[config.mk]
export PLATFORM = sky130hd
export DESIGN_NAME = serial_pattern_tx
export DESIGN_NICKNAME = d
export VERILOG_FILES = /design/src/rtl/serial_pattern_pkg.sv /design/src/rtl/piso_shift_reg.sv /design/src/rtl/serial_pattern_tx.sv
export SDC_FILE = /design/constraint.sdc
export NUM_CORES = 1
export LEC_CHECK = 0
export BUFFER_PORTS_ARGS = -buffer_cell sky130_fd_sc_hd__buf_4
export CAP_MARGIN = 20
export CORE_AREA = 5 5 85 64
export CTS_CLUSTER_DIAMETER = 30
export CTS_CLUSTER_SIZE = 12
export DETAILED_ROUTE_END_ITERATION = 16
export DIE_AREA = 0 0 90 69
export PLACE_DENSITY = 0.74
export SLEW_MARGIN = 20
export SYNTH_ARGS = -nofsm -noshare
export SYNTH_HDL_FRONTEND = slang
export SYNTH_SLANG_ARGS = --single-unit
export TNS_END_PERCENT = 20
[constraint.sdc]
create_clock -name CLK -period 1.82 [get_ports CLK]
set_input_delay 0.455 -clock CLK [delete_from_list [all_inputs] [get_ports CLK]]
set_output_delay 0.455 -clock CLK [all_outputs]
set_load 0.01 [all_outputs]
[src/rtl/serial_pattern_pkg.sv]
// rtl/serial_pattern_pkg.sv - shared state encoding and link defaults for the serial pattern link
package serial_pattern_pkg;

  // Transmitter states; also used by the detector bench to label link phases
  typedef enum logic [1:0] {
    ST_IDLE = 2'd0,
    ST_SYNC = 2'd1,
    ST_DATA = 2'd2,
    ST_PAR  = 2'd3
  } tx_state_e;

  localparam int         DEF_SYNC_W   = 4;
  localparam logic [3:0] DEF_SYNC_PAT = 4'b1101;
  localparam logic       DEF_IDLE_LVL = 1'b0;

  function automatic int max_int(input int a, input int b);
    return (a > b) ? a : b;
  endfunction

endpackage

[src/rtl/piso_shift_reg.sv]
// rtl/piso_shift_reg.sv - parallel-in serial-out shift register, LSB first
module piso_shift_reg #(
  parameter int DATA_W = 32
) (
  input  logic              clk_i,
  input  logic              rst_i,
  input  logic              load_i,
  input  logic              shift_i,
  input  logic [DATA_W-1:0] data_i,
  output logic              serial_o
);

  logic [DATA_W-1:0] data_q;
  logic [DATA_W-1:0] data_d;

  // Load has priority over shift; vacated MSBs fill with zero
  always_comb begin
    data_d = data_q;
    if (load_i) begin
      data_d = data_i;
    end else if (shift_i) begin
      data_d = {1'b0, data_q[DATA_W-1:1]};
    end
  end

  // Register the word; reset clears any partially sent frame
  always_ff @(posedge clk_i or posedge rst_i) begin
    if (rst_i) begin
      data_q <= '0;
    end else begin
      data_q <= data_d;
    end
  end

  assign serial_o = data_q[0];

endmodule

[src/rtl/serial_pattern_tx.sv]
// rtl/serial_pattern_tx.sv - sync pattern + LSB-first word serialiser; SERIAL_PATTERN_TX_PARITY_EN appends an even-parity bit
module serial_pattern_tx
  import serial_pattern_pkg::*;
#(
  parameter int              DATA_W   = 32,
  parameter int              SYNC_W   = DEF_SYNC_W,
  parameter logic [SYNC_W-1:0] SYNC_PAT = DEF_SYNC_PAT,
  parameter logic            IDLE_LVL = DEF_IDLE_LVL
) (
  input  logic              CLK,
  input  logic              RES,
  input  logic [DATA_W-1:0] DIN,
  input  logic              DIN_VALID,
  output logic              DIN_READY,
  output logic              O,
  output logic              O_VALID,
  output logic              FRAME_END,
  output logic              BUSY
);

  localparam int CNT_W = $clog2(max_int(SYNC_W, DATA_W));
  localparam logic [CNT_W-1:0] SYNC_LAST  = CNT_W'(SYNC_W - 1);
  localparam logic [CNT_W-1:0] DATA_LAST  = CNT_W'(DATA_W - 1);
  localparam logic [CNT_W-1:0] DATA_PENUL = CNT_W'(DATA_W - 2);

  tx_state_e        state_q;
  logic [CNT_W-1:0] cnt_q;
  logic             o_q;
  logic             active_q;
  logic             frame_end_q;
`ifdef SERIAL_PATTERN_TX_PARITY_EN
  logic             par_q;
`endif

  logic accept;
  logic shift_en;
  logic sr_out;

  // Selects one sync-pattern bit by counter value without a variable part-select
  function automatic logic sync_bit(input logic [CNT_W-1:0] idx);
    logic b;
    b = SYNC_PAT[0];
    for (int i = 0; i < SYNC_W; i++) begin
      if (idx == CNT_W'(i)) b = SYNC_PAT[i];
    end
    return b;
  endfunction

  // A new word is taken when idle or during the last bit of the current frame
  assign DIN_READY = (state_q == ST_IDLE) | frame_end_q;
  assign accept    = DIN_VALID & DIN_READY;

  // The shifter advances on the edge that presents each data bit, so its bit0
  // always holds the next bit to send
  assign shift_en = ((state_q == ST_SYNC) && (cnt_q == SYNC_LAST)) ||
                    ((state_q == ST_DATA) && (cnt_q != DATA_LAST));

  piso_shift_reg #(
    .DATA_W (DATA_W)
  ) u_piso (
    .clk_i    (CLK),
    .rst_i    (RES),
    .load_i   (accept),
    .shift_i  (shift_en),
    .data_i   (DIN),
    .serial_o (sr_out)
  );

  // Frame sequencer with registered serial outputs
  always_ff @(posedge CLK or posedge RES) begin
    if (RES) begin
      state_q     <= ST_IDLE;
      cnt_q       <= '0;
      o_q         <= IDLE_LVL;
      active_q    <= 1'b0;
      frame_end_q <= 1'b0;
`ifdef SERIAL_PATTERN_TX_PARITY_EN
      par_q       <= 1'b0;
`endif
    end else if ((state_q == ST_IDLE) || frame_end_q) begin
      cnt_q       <= '0;
      frame_end_q <= 1'b0;
      if (accept) begin
        state_q  <= ST_SYNC;
        o_q      <= SYNC_PAT[0];
        active_q <= 1'b1;
`ifdef SERIAL_PATTERN_TX_PARITY_EN
        par_q    <= ^DIN;
`endif
      end else begin
        state_q  <= ST_IDLE;
        o_q      <= IDLE_LVL;
        active_q <= 1'b0;
      end
    end else begin
      case (state_q)
        ST_SYNC: begin
          if (cnt_q == SYNC_LAST) begin
            state_q <= ST_DATA;
            cnt_q   <= '0;
            o_q     <= sr_out;
          end else begin
            cnt_q <= cnt_q + CNT_W'(1);
            o_q   <= sync_bit(cnt_q + CNT_W'(1));
          end
        end
        ST_DATA: begin
`ifdef SERIAL_PATTERN_TX_PARITY_EN
          if (cnt_q == DATA_LAST) begin
            state_q     <= ST_PAR;
            cnt_q       <= '0;
            o_q         <= par_q;
            frame_end_q <= 1'b1;
          end else begin
            cnt_q <= cnt_q + CNT_W'(1);
            o_q   <= sr_out;
          end
`else
          cnt_q       <= cnt_q + CNT_W'(1);
          o_q         <= sr_out;
          frame_end_q <= (cnt_q == DATA_PENUL);
`endif
        end
        default: begin
          state_q  <= ST_IDLE;
          cnt_q    <= '0;
          o_q      <= IDLE_LVL;
          active_q <= 1'b0;
        end
      endcase
    end
  end

  assign O         = o_q;
  assign O_VALID   = active_q;
  assign BUSY      = active_q;
  assign FRAME_END = frame_end_q;

endmodule
After elaboration in Yosys (flattened, before gate mapping)
Index checks and enable logic that the tools add are counted.
{"block": "classes", "n_addsub": 1, "n_eq_ne": 11, "muxes": 20, "bitwise": 2, "reduce_logical": 9}
{"op": "two-way mux 32 bit", "n": 2}
{"op": "equality test 5 x 2 -> 1 bit (second input constant)", "n": 3}
{"op": "two-way mux 1 bit", "n": 11}
{"op": "two-way mux 5 bit", "n": 2}
{"op": "one-hot mux 5 bit (2 select lines)", "n": 1}
{"op": "adder 5 x 1 -> 5 bit (second input constant)", "n": 1}
{"op": "equality test 5 x 1 -> 1 bit (second input constant)", "n": 1}
{"op": "equality test 5 bit (second input constant)", "n": 1}
{"op": "inequality test 5 bit (second input constant)", "n": 1}
{"op": "two-way mux 2 bit", "n": 2}
{"op": "inequality test 2 x 1 -> 1 bit (second input constant)", "n": 2}
{"op": "one-hot mux 2 bit (2 select lines)", "n": 1}
{"op": "nonzero test 2 bit", "n": 2}
{"op": "inequality test 3 x 1 -> 1 bit (second input constant)", "n": 1}
{"op": "equality test 2 x 1 -> 1 bit (second input constant)", "n": 1}
{"op": "equality test 2 bit (second input constant)", "n": 1}
{"op": "logical AND 1 bit", "n": 2}
{"op": "logical NOT 2 bit", "n": 1}
{"op": "logical OR 1 bit", "n": 2}
{"op": "one-hot mux 1 bit (2 select lines)", "n": 1}
{"op": "AND reduction 2 bit", "n": 1}
{"op": "OR reduction 2 bit", "n": 1}
{"op": "bitwise AND 1 bit", "n": 1}
{"op": "bitwise OR 1 bit", "n": 1}
{"block": "word_totals", "reg_bits": 42, "inputBits": 35, "out_inout_bits": 5}

Logic depth before layout (Yosys ltp)
Gate-level depths: netlist of the first run.
{"block": "logic_depth", "depth_word": 8, "mapped_depth": 9, "depth_no_buf": 6}

Hierarchy
Synthesis of the first run repeated with hierarchy kept, for this count alone.
{"block": "hier_totals", "hier_cells": 198, "area_unflattened_um2": 2105.8}
{"mod": "piso_shift_reg", "instances": 1, "cells_each": 140, "area_each_um2": 1519.0, "seq_area_each_um2": 800.8}
{"mod": "serial_pattern_tx", "instances": 1, "cells_each": 58, "area_each_um2": 586.8, "seq_area_each_um2": 250.2}

Least setup slack after synthesis of the first run
OpenSTA, ideal clock, no wires.
{"block": "synth_path", "kind": "register to register", "from": "reg state_q[0]", "to": "reg u_piso.data_q[0]", "t_arrival_ns": 1.690, "setup_slack_ns": 0.011, "path_stages_with_launch": 8, "synth_period_minus_slack_ns": 1.809, "cell_sequence": "dfrtp_1 -> inv_1 -> ha_1 -> o21ai_0 -> buf_2 -> clkbuf_1 -> mux2i_1 -> o21ai_2"}
{"block": "synth_via", "elab_chain_len": 4, "word_cells_on_any_way": 10, "classes_between": "2 x eq/ne; 1 x mux; 2 x bitwise; 5 x reduce/logical"}
{"item": "from (decl)", "line": "serial_pattern_tx.sv:26", "rtl": "tx_state_e state_q;"}
{"item": "from (signal assigned)", "line": "serial_pattern_tx.sv:72", "rtl": "state_q <= ST_IDLE;"}
{"item": "from (signal assigned)", "line": "serial_pattern_tx.sv:84", "rtl": "state_q <= ST_SYNC;"}
{"item": "from (signal assigned)", "line": "serial_pattern_tx.sv:91", "rtl": "state_q <= ST_IDLE;"}
{"item": "logical NOT 2 bit, or another cell as far along", "line": "serial_pattern_tx.sv:50", "rtl": "assign DIN_READY = (state_q == ST_IDLE) | frame_end_q;"}
{"item": "bitwise OR 1 bit, or another cell as far along", "line": "serial_pattern_tx.sv:50"}
{"item": "bitwise AND 1 bit or logical OR 1 bit (tied branches)", "line": "serial_pattern_tx.sv:51, serial_pattern_tx.sv:55"}
{"item": "two-way mux 32 bit or nonzero test 2 bit (tied branches)"}
{"item": "to (signal assigned)", "line": "piso_shift_reg.sv:31", "rtl": "data_q <= data_d;"}
{"item": "to (decl)", "line": "piso_shift_reg.sv:13", "rtl": "logic [DATA_W-1:0] data_q;"}
Several ways; a longest one is shown, not always the timed one.
A chain may end at the register's enable or synchronous reset.

Worst setup path in the final report of the first run
{"block": "layout_path", "from": "reg cnt_q[1]", "to": "reg u_piso.data_q[31]"}
{"block": "layout_via", "elab_chain_len": 4, "word_cells_on_any_way": 6, "classes_between": "2 x eq/ne; 4 x reduce/logical"}
{"item": "from (decl)", "line": "serial_pattern_tx.sv:27", "rtl": "logic [CNT_W-1:0] cnt_q;"}
{"item": "from (signal assigned)", "line": "serial_pattern_tx.sv:103", "rtl": "cnt_q <= cnt_q + CNT_W'(1);"}
{"item": "from (signal assigned)", "line": "serial_pattern_tx.sv:119", "rtl": "cnt_q <= cnt_q + CNT_W'(1);"}
{"item": "equality test 5 x 2 -> 1 bit or inequality test 5 bit (tied branches)", "line": "serial_pattern_tx.sv:55, serial_pattern_tx.sv:56"}
{"item": "logical AND 1 bit (on tied branches)", "line": "serial_pattern_tx.sv:55, serial_pattern_tx.sv:56"}
{"item": "logical OR 1 bit (*)", "line": "serial_pattern_tx.sv:55", "rtl": "assign shift_en = ((state_q == ST_SYNC) && (cnt_q == SYNC_LAST)) ||"}
{"item": "nonzero test 2 bit (no line) (*)"}
Mark *: on every way between the ends. The rest lies on a longest branch, timed or not.

==> flow_summary_export.csv, run 1 <==
group,metric,value,unit
clock_network,cts_inserted_buffers,5,
setup_path,path_max_fanout,29,
global_routing,antenna_found_initial,0,
synth,async_flop_share,1.00,
hold_path,hp-class,"in -> async",
placement,hpwl,3030,µm
setup_path,cp_slowest_cell,"or4b_4",
timing,finClkSkew,9.99,ps
timing,min_period_over_period,0.979,
final_layout,final_core_util,0.601,
timing,fmax,0.561,GHz
synth,syn-num-nets,237,
power,switchingPower,748,µW
timing,hold_slack,190,ps
drt,vias_per_cell,4.97,
power,p_int,1750,µW
setup_path,critPathLaunchType,"register",
global_routing,grt_usage,0.143,
timing,tightest_slew,277,ps
floorplan,die_x,90,µm
power,power.density,914,nW/µm²
setup_path,critPathKind,"reg -> reg",
clock_network,clock_path_buffers,2,
final_layout,stdcell_area,2730,µm²
setup_path,critPathArrivalTime,1970,ps
drt,drc,0,
timing,finalSetupViolations,0,
final_layout,drive_gt1_frac,0.403,
synth,synth_seq_cells,42,
drt,wl_per_cell,14.2,µm
floorplan,ioPinCount,40,
floorplan,initial_core_util,0.478,
drt,drtAntennaViolNets,0,
drt,wirelength,4250,µm
synth,synth-compound-area-share,0.154,
setup_path,critPathMaxStageDelay,480,ps
global_routing,grt_pass1_vias,1499,
clock_network,cts_tree,"yes",
timing,finalHoldViolations,0,
floorplan,row_count,21,
final_layout,syn2layout_area_growth,25.9,%
clock_network,htree_levels,2,
clock_network,clk_transition_reported_paths,80,ps
global_routing,grt_pass1_wl,7240,µm
status,status,"completed",
floorplan,die-area,6210,µm²
drt,drt-pass1-iter-count,4,
placement,placed_area,2580,µm²
synth,avgSynthCellArea,11.2,µm²
floorplan,die_h,69,µm
synth,synthMuxAreaShare,0.143,
global_routing,grt_max_degree,43,
flow_run,cap_violations,0,
synth,synth_warnings,0,
clock_network,holdBufCountCts,0,
synth,yosysUniqueCellTypes,31,
drt,via_count,1491,
setup_path,path_delay_family,"simple AND/OR/NAND/NOR gates",
setup_path,crit_required,2010,ps
synth,synth_top_family_by_area,"compound AO/OA/AOI/OAI gates",
power,p_leak,0.00139,µW
setup_path,cp_cell_sequence,"ha_2 > or4b_4 > o221a_4 > buf_12 > a22o_1",
synth,synth_ff_type,"dfrtp_1",
final_layout,nets,285,
final_layout,diodes,0,
power,pwr-share-clk,0.248,
clock_network,cts_sinks,42,
clock_network,clk_latency,300,ps
synth,ys_seq_area_frac,0.484,
floorplan,core,4550,µm²
timing,min_period,1780,ps
timing,slew_headroom,0.813,
clock_network,root_buffer,"clkbuf_8",
synth,synth_fa_ha_area_frac,0.0461,
setup_path,path_buf_inv,1,
placement,place_congestion,0.827,
power,combPwrFrac,0.258,
drt,drt_iter0_drc,101,
power,peakVddDrop,0.507,mV
global_routing,overflow,0,
synth,syn_area,2170,µm²
timing,slew_viol_final,0,
setup_path,worstSetupEndpointType,"register",
synth,synth_edf_count,0,
power,switching_share,0.299,
synth,synth-simple-area-share,0.100,
placement,io_buffers,39,
synth,synthXorXnorAreaFrac,0.00807,
synth,netlist_instances,194,
power,seqPwrFrac,0.495,
## layout by cell type, fill, tap and decap left out, types with 2 or more instances in the layout
cell type	n
ha_1	5
buf_4	48
clkbuf_8	6
o21ai_1	2
mux2i_1	31
nand4_1	2
nand3_1	3
inv_1	9
nor2_1	5
dfrtp_1	42
buf_12	4
ha_2	2
nand2_1	32
o21ai_2	29
## Yosys cell counts, types with 2 or more instances
library cell	instances	area, µm²
nor2_1	6	22.5
nand2_1	32	120
clkbuf_1	2	7.51
mux2i_1	31	310
o21ai_1	2	10.0
inv_1	10	37.5
dfrtp_1	42	1050
nand4_1	2	12.5
buf_6	7	78.8
o21ai_0	2	10.0
nand3_1	3	15.0
o21ai_2	29	254
ha_1	8	100
## registers in the layout, indices dropped and copies added, names as in the netlist
signal,count
BUSY,1
FRAME_END,1
O,1
cnt_q,5
state_q,2
u_piso.data_q,32
## cell type report
| class | instances | area (µm²) |
|---|---|---|
| timing repair buffer | 53 | 452 |
| inverter | 10 | 37.5 |
| clock inverter | 1 | 5.00 |
| tap | 57 | 71.3 |
| clock buffer | 7 | 86.3 |
| fill | 383 | 1810 |
| multi-input combinational | 130 | 1030 |
| sequential | 42 | 1050 |
## what timing repair did
item,in CTS,in global routing
pin swaps,0,3
endpoints found under the setup margin,15,25
buffers inserted,1,1
resized for setup,0,9
## tightest hold or removal path: stages
cell and delay (ps):
buf_4 110, clkinv_1 60, buf_12 230
## per-stage QoR
step / TNS (ps) / instances / total power, µW / worst slack (ps)
floorplan: 0 / 194 / 1710 / 11.0
global placement: 0 / 290 / 1870 / 8.52
detailed placement: -76.8 / 290 / 1890 / -27.1
CTS: 0 / 299 / 2520 / 16.9
global route: -54.7 / 300 / 2670 / -22.0
finish: 0 / 300 / 2500 / 37.5
## metal layers
layer / vias up / share of wire / GRT usage
li1: 772 / - / -
met1: 683 / 0.49 / 0.195
met2: 34 / 0.44 / 0.204
met3: 2 / 0.057 / 0.0630
met4: 0 / 0.0042 / 0.0446
met5: - / 0 / 0
## worst paths after layout
| check | to | cells past startpoint | from | slack (ps) |
|---|---|---|---|---|
| max in group asynchronous | u_piso.data_q[2] | 3 | RES | 1420 |
| hold / removal | u_piso.data_q[14] | 3 | RES | 190 |
| setup / recovery | u_piso.data_q[31] | 5 | cnt_q[1] | 40 |
| hold reg to reg | u_piso.data_q[25] | 2 | u_piso.data_q[25] | 480 |
| min in group CLK | u_piso.data_q[31] | 2 | DIN[31] | 390 |
| setup reg to reg | u_piso.data_q[31] | 5 | cnt_q[1] | 40 |
## power by group through the flow
| stage | Combinational, µW | Sequential, µW | Clock [µW] |
|---|---|---|---|
| final | 644 | 1240 | 618 |
| after CTS | 641 | 1240 | 643 |
| after detailed placement | 640 | 1250 | 0 |
| after floorplan | 482 | 1220 | 0 |
| after global placement | 619 | 1250 | 0 |
| after global routing | 724 | 1260 | 690 |
## logic make-up (layout without fill, tap and decap cells)
logic type,count (synthesis),in the layout
adder cells (fa/ha/maj),8,8
AO/OA/AOI/OAI,40,40
flip-flops,42,42
buffers and inverters,22,71
AND/OR/NAND/NOR,49,49
multiplexers,31,31
XOR/XNOR,2,2
Power figures use the tool's default switching activity.
==> run 2: changes to the inputs <==
--- a/config.mk
+++ b/config.mk
@@ -7,12 +7,12 @@
 export LEC_CHECK = 0
 export BUFFER_PORTS_ARGS = -buffer_cell sky130_fd_sc_hd__buf_4
 export CAP_MARGIN = 20
-export CORE_AREA = 5 5 85 64
+export CORE_AREA = 5 5 79 59
 export CTS_CLUSTER_DIAMETER = 30
 export CTS_CLUSTER_SIZE = 12
 export DETAILED_ROUTE_END_ITERATION = 16
-export DIE_AREA = 0 0 90 69
-export PLACE_DENSITY = 0.74
+export DIE_AREA = 0 0 84 64
+export PLACE_DENSITY = 0.82
 export SLEW_MARGIN = 20
 export SYNTH_ARGS = -nofsm -noshare
 export SYNTH_HDL_FRONTEND = slang
==> constraint.sdc (replaced) <==
create_clock -name CLK -period 2.06 [get_ports CLK]
set_input_delay 0.515 -clock CLK [delete_from_list [all_inputs] [get_ports CLK]]
set_output_delay 0.515 -clock CLK [all_outputs]
set_load 0.01 [all_outputs]
==> run 2 against run 1 <==
  * Non-clock buffer count decreased by 8
  * Critical path depth rose by 1
  * Sequential cell count unchanged
  * Core utilization up 9.1 points
  * First-iteration DRC count grew 23%
  * Clock power grew 2%
  * Clock skew down 6.2 ps
  * Worst setup slack improved by 84 ps
  * Combinational power is 15% lower
  * Count of clock-buffer cells in the layout unchanged
  * Global-route usage grew 1.8 points
  * Sequential share of layout area grew 1.5 points
  * Largest cell class unchanged
  * Highest routed layer unchanged
==> flow_summary_export.csv, run 2 (same netlist as run 1, synthesis figures left out) <==
group,metric,value,unit
status,status,"completed",
final_layout,stdcell_area,2630,µm²
setup_path,worstSetupEndpointType,"register",
final_layout,largest_reg_flops,32,
timing,setup_tns,0,ps
drt,wirelength,3930,µm
final_layout,drive_gt1_frac,0.362,
final_layout,max_flop_register,"u_piso.data_q",
timing,fmax,0.516,GHz
global_routing,antenna_found_initial,0,
setup_path,critPathKind,"reg -> reg",
setup_path,crit_start,"cnt_q[0]",
timing,finalHoldViolations,0,
clock_network,root_buffer,"clkbuf_8",
global_routing,grt_pass1_vias,1450,
timing,slew_headroom,0.525,
clock_network,cts_inserted_buffers,5,
placement,hpwl,2840,µm
final_layout,mostFrequentLayoutCells,"dfrtp_1, buf_4, nand2_1",
drt,wl_per_cell,13.7,µm
flow_run,cap_violations,0,
setup_path,path_delay_family,"simple AND/OR/NAND/NOR gates",
clock_network,holdBufCountCts,0,
global_routing,grt_usage,0.161,
setup_path,r2r_slack,120,ps
clock_network,cts_sinks,42,
floorplan,ioPinCount,40,
clock_network,cts_setup_buffers,0,
timing,min_period_over_period,0.941,
power,peakVddDrop,0.570,mV
floorplan,die_x,84,µm
drt,drc,0,
floorplan,die_h,64,µm
global_routing,overflow,0,
setup_path,critPathArrivalTime,2120,ps
setup_path,critPathMaxStageDelay,500,ps
setup_path,critPathLaunchType,"register",
final_layout,syn2layout_area_growth,21.3,%
drt,drtAntennaViolNets,0,
clock_network,cts_tree,"yes",
drt,drt_iter0_drc,124,
floorplan,core,3800,µm²
timing,finalSetupViolations,0,
clock_network,clk_latency,290,ps
drt,drt-pass1-iter-count,4,
placement,place_congestion,0.906,
setup_path,crit_required,2240,ps
hold_path,hp-class,"in -> async",
placement,io_buffers,39,
clock_network,htree_levels,2,
final_layout,nets,277,
timing,rsz0062_at_grt,"no",
global_routing,grt_pass1_wl,7000,µm
final_layout,final.fill_count,303,
setup_path,path_buf_inv,1,
drt,via_count,1484,
setup_path,cp_cell_sequence,"ha_1 > or4b_4 > o221a_2 > buf_12 > nand2_1 > o21ai_2",
final_layout,top_regs,"u_piso.data_q: 32 flops, cnt_q: 5 flops, state_q: 2 flops",
clock_network,clk_transition_reported_paths,80,ps
floorplan,die-area,5380,µm²
timing,min_period,1940,ps
floorplan,initial_core_util,0.571,
power,power.density,862,nW/µm²
timing,finClkSkew,3.81,ps
timing,slew_viol_final,0,
setup_path,rr_startpoint,"cnt_q[0]",
timing,tightest_slew,708,ps
drt,vias_per_cell,5.17,
global_routing,grt_max_degree,37,
placement,placed_area,2520,µm²
setup_path,cp_slowest_cell,"or4b_4",
power,p_leak,0.00135,µW
clock_network,clock_path_buffers,2,
floorplan,row_count,19,
final_layout,diodes,0,
setup_path,path_max_fanout,36,
run 2: worst reg2reg max path: stages, from the launching register on:
cell	delay (ps)
dfrtp_1	420
ha_1	230
or4b_4	500
o221a_2	310
buf_12	190
nand2_1	130
o21ai_2	50
run 2: path summary, 6_finish.rpt:
kind	depth (start not counted)	end
max	6	u_piso.data_q[19]
min	2	u_piso.data_q[12]
max reg2reg	6	u_piso.data_q[19]
min reg2reg	2	u_piso.data_q[17]
max in group asynchronous	3	u_piso.data_q[23]
min in group CLK	2	u_piso.data_q[31]
run 2: timing repair:
item                       4_1_cts  5_1_grt
gates resized for setup          0        1
setup endpoints to repair        0        1
hold endpoints to repair         0        0
run 2: cell type report:
cell class | count | area, µm² | area share
Sequential cell | 42 | 1050 | 0.399
Multi-Input combinational cell | 130 | 997 | 0.379
Timing Repair Buffer | 45 | 375 | 0.143
Clock buffer | 7 | 76.3 | 0.0290
Tap cell | 52 | 65.1 | 0.0247
Inverter | 10 | 37.5 | 0.0143
Clock inverter | 1 | 30.0 | 0.0114
run 2: routing by layer:
metal,global-route usage,wire (µm),up-vias
li1,-,-,757
met2,0.224,1760,25
met1,0.236,1940,697
met5,0,0,-
met4,0.0562,44,0
met3,0.0513,175,5
run 2: per-stage QoR:
| stage | util | hold slack [ps] | power [µW] | worst slack (ps) | cells |
|---|---|---|---|---|---|
| 2_1_floorplan | - | 451 | 1510 | 251 | 194 |
| 3_3_place_gp | 0.663 | 459 | 1640 | 198 | 279 |
| 3_5_place_dp | 0.663 | 464 | 1660 | 156 | 279 |
| 4_1_cts | 0.690 | 274 | 2290 | 58.5 | 287 |
| 5_1_grt | 0.692 | 282 | 2420 | 29.4 | 287 |
| 6_report | 0.692 | 254 | 2270 | 121 | 287 |
run 2: power breakdown:
group / switching (µW) / total (µW) / internal, µW
Combinational: 282 / 546 / 264
Clock: 270 / 632 / 363
Sequential: 94.1 / 1090 / 997
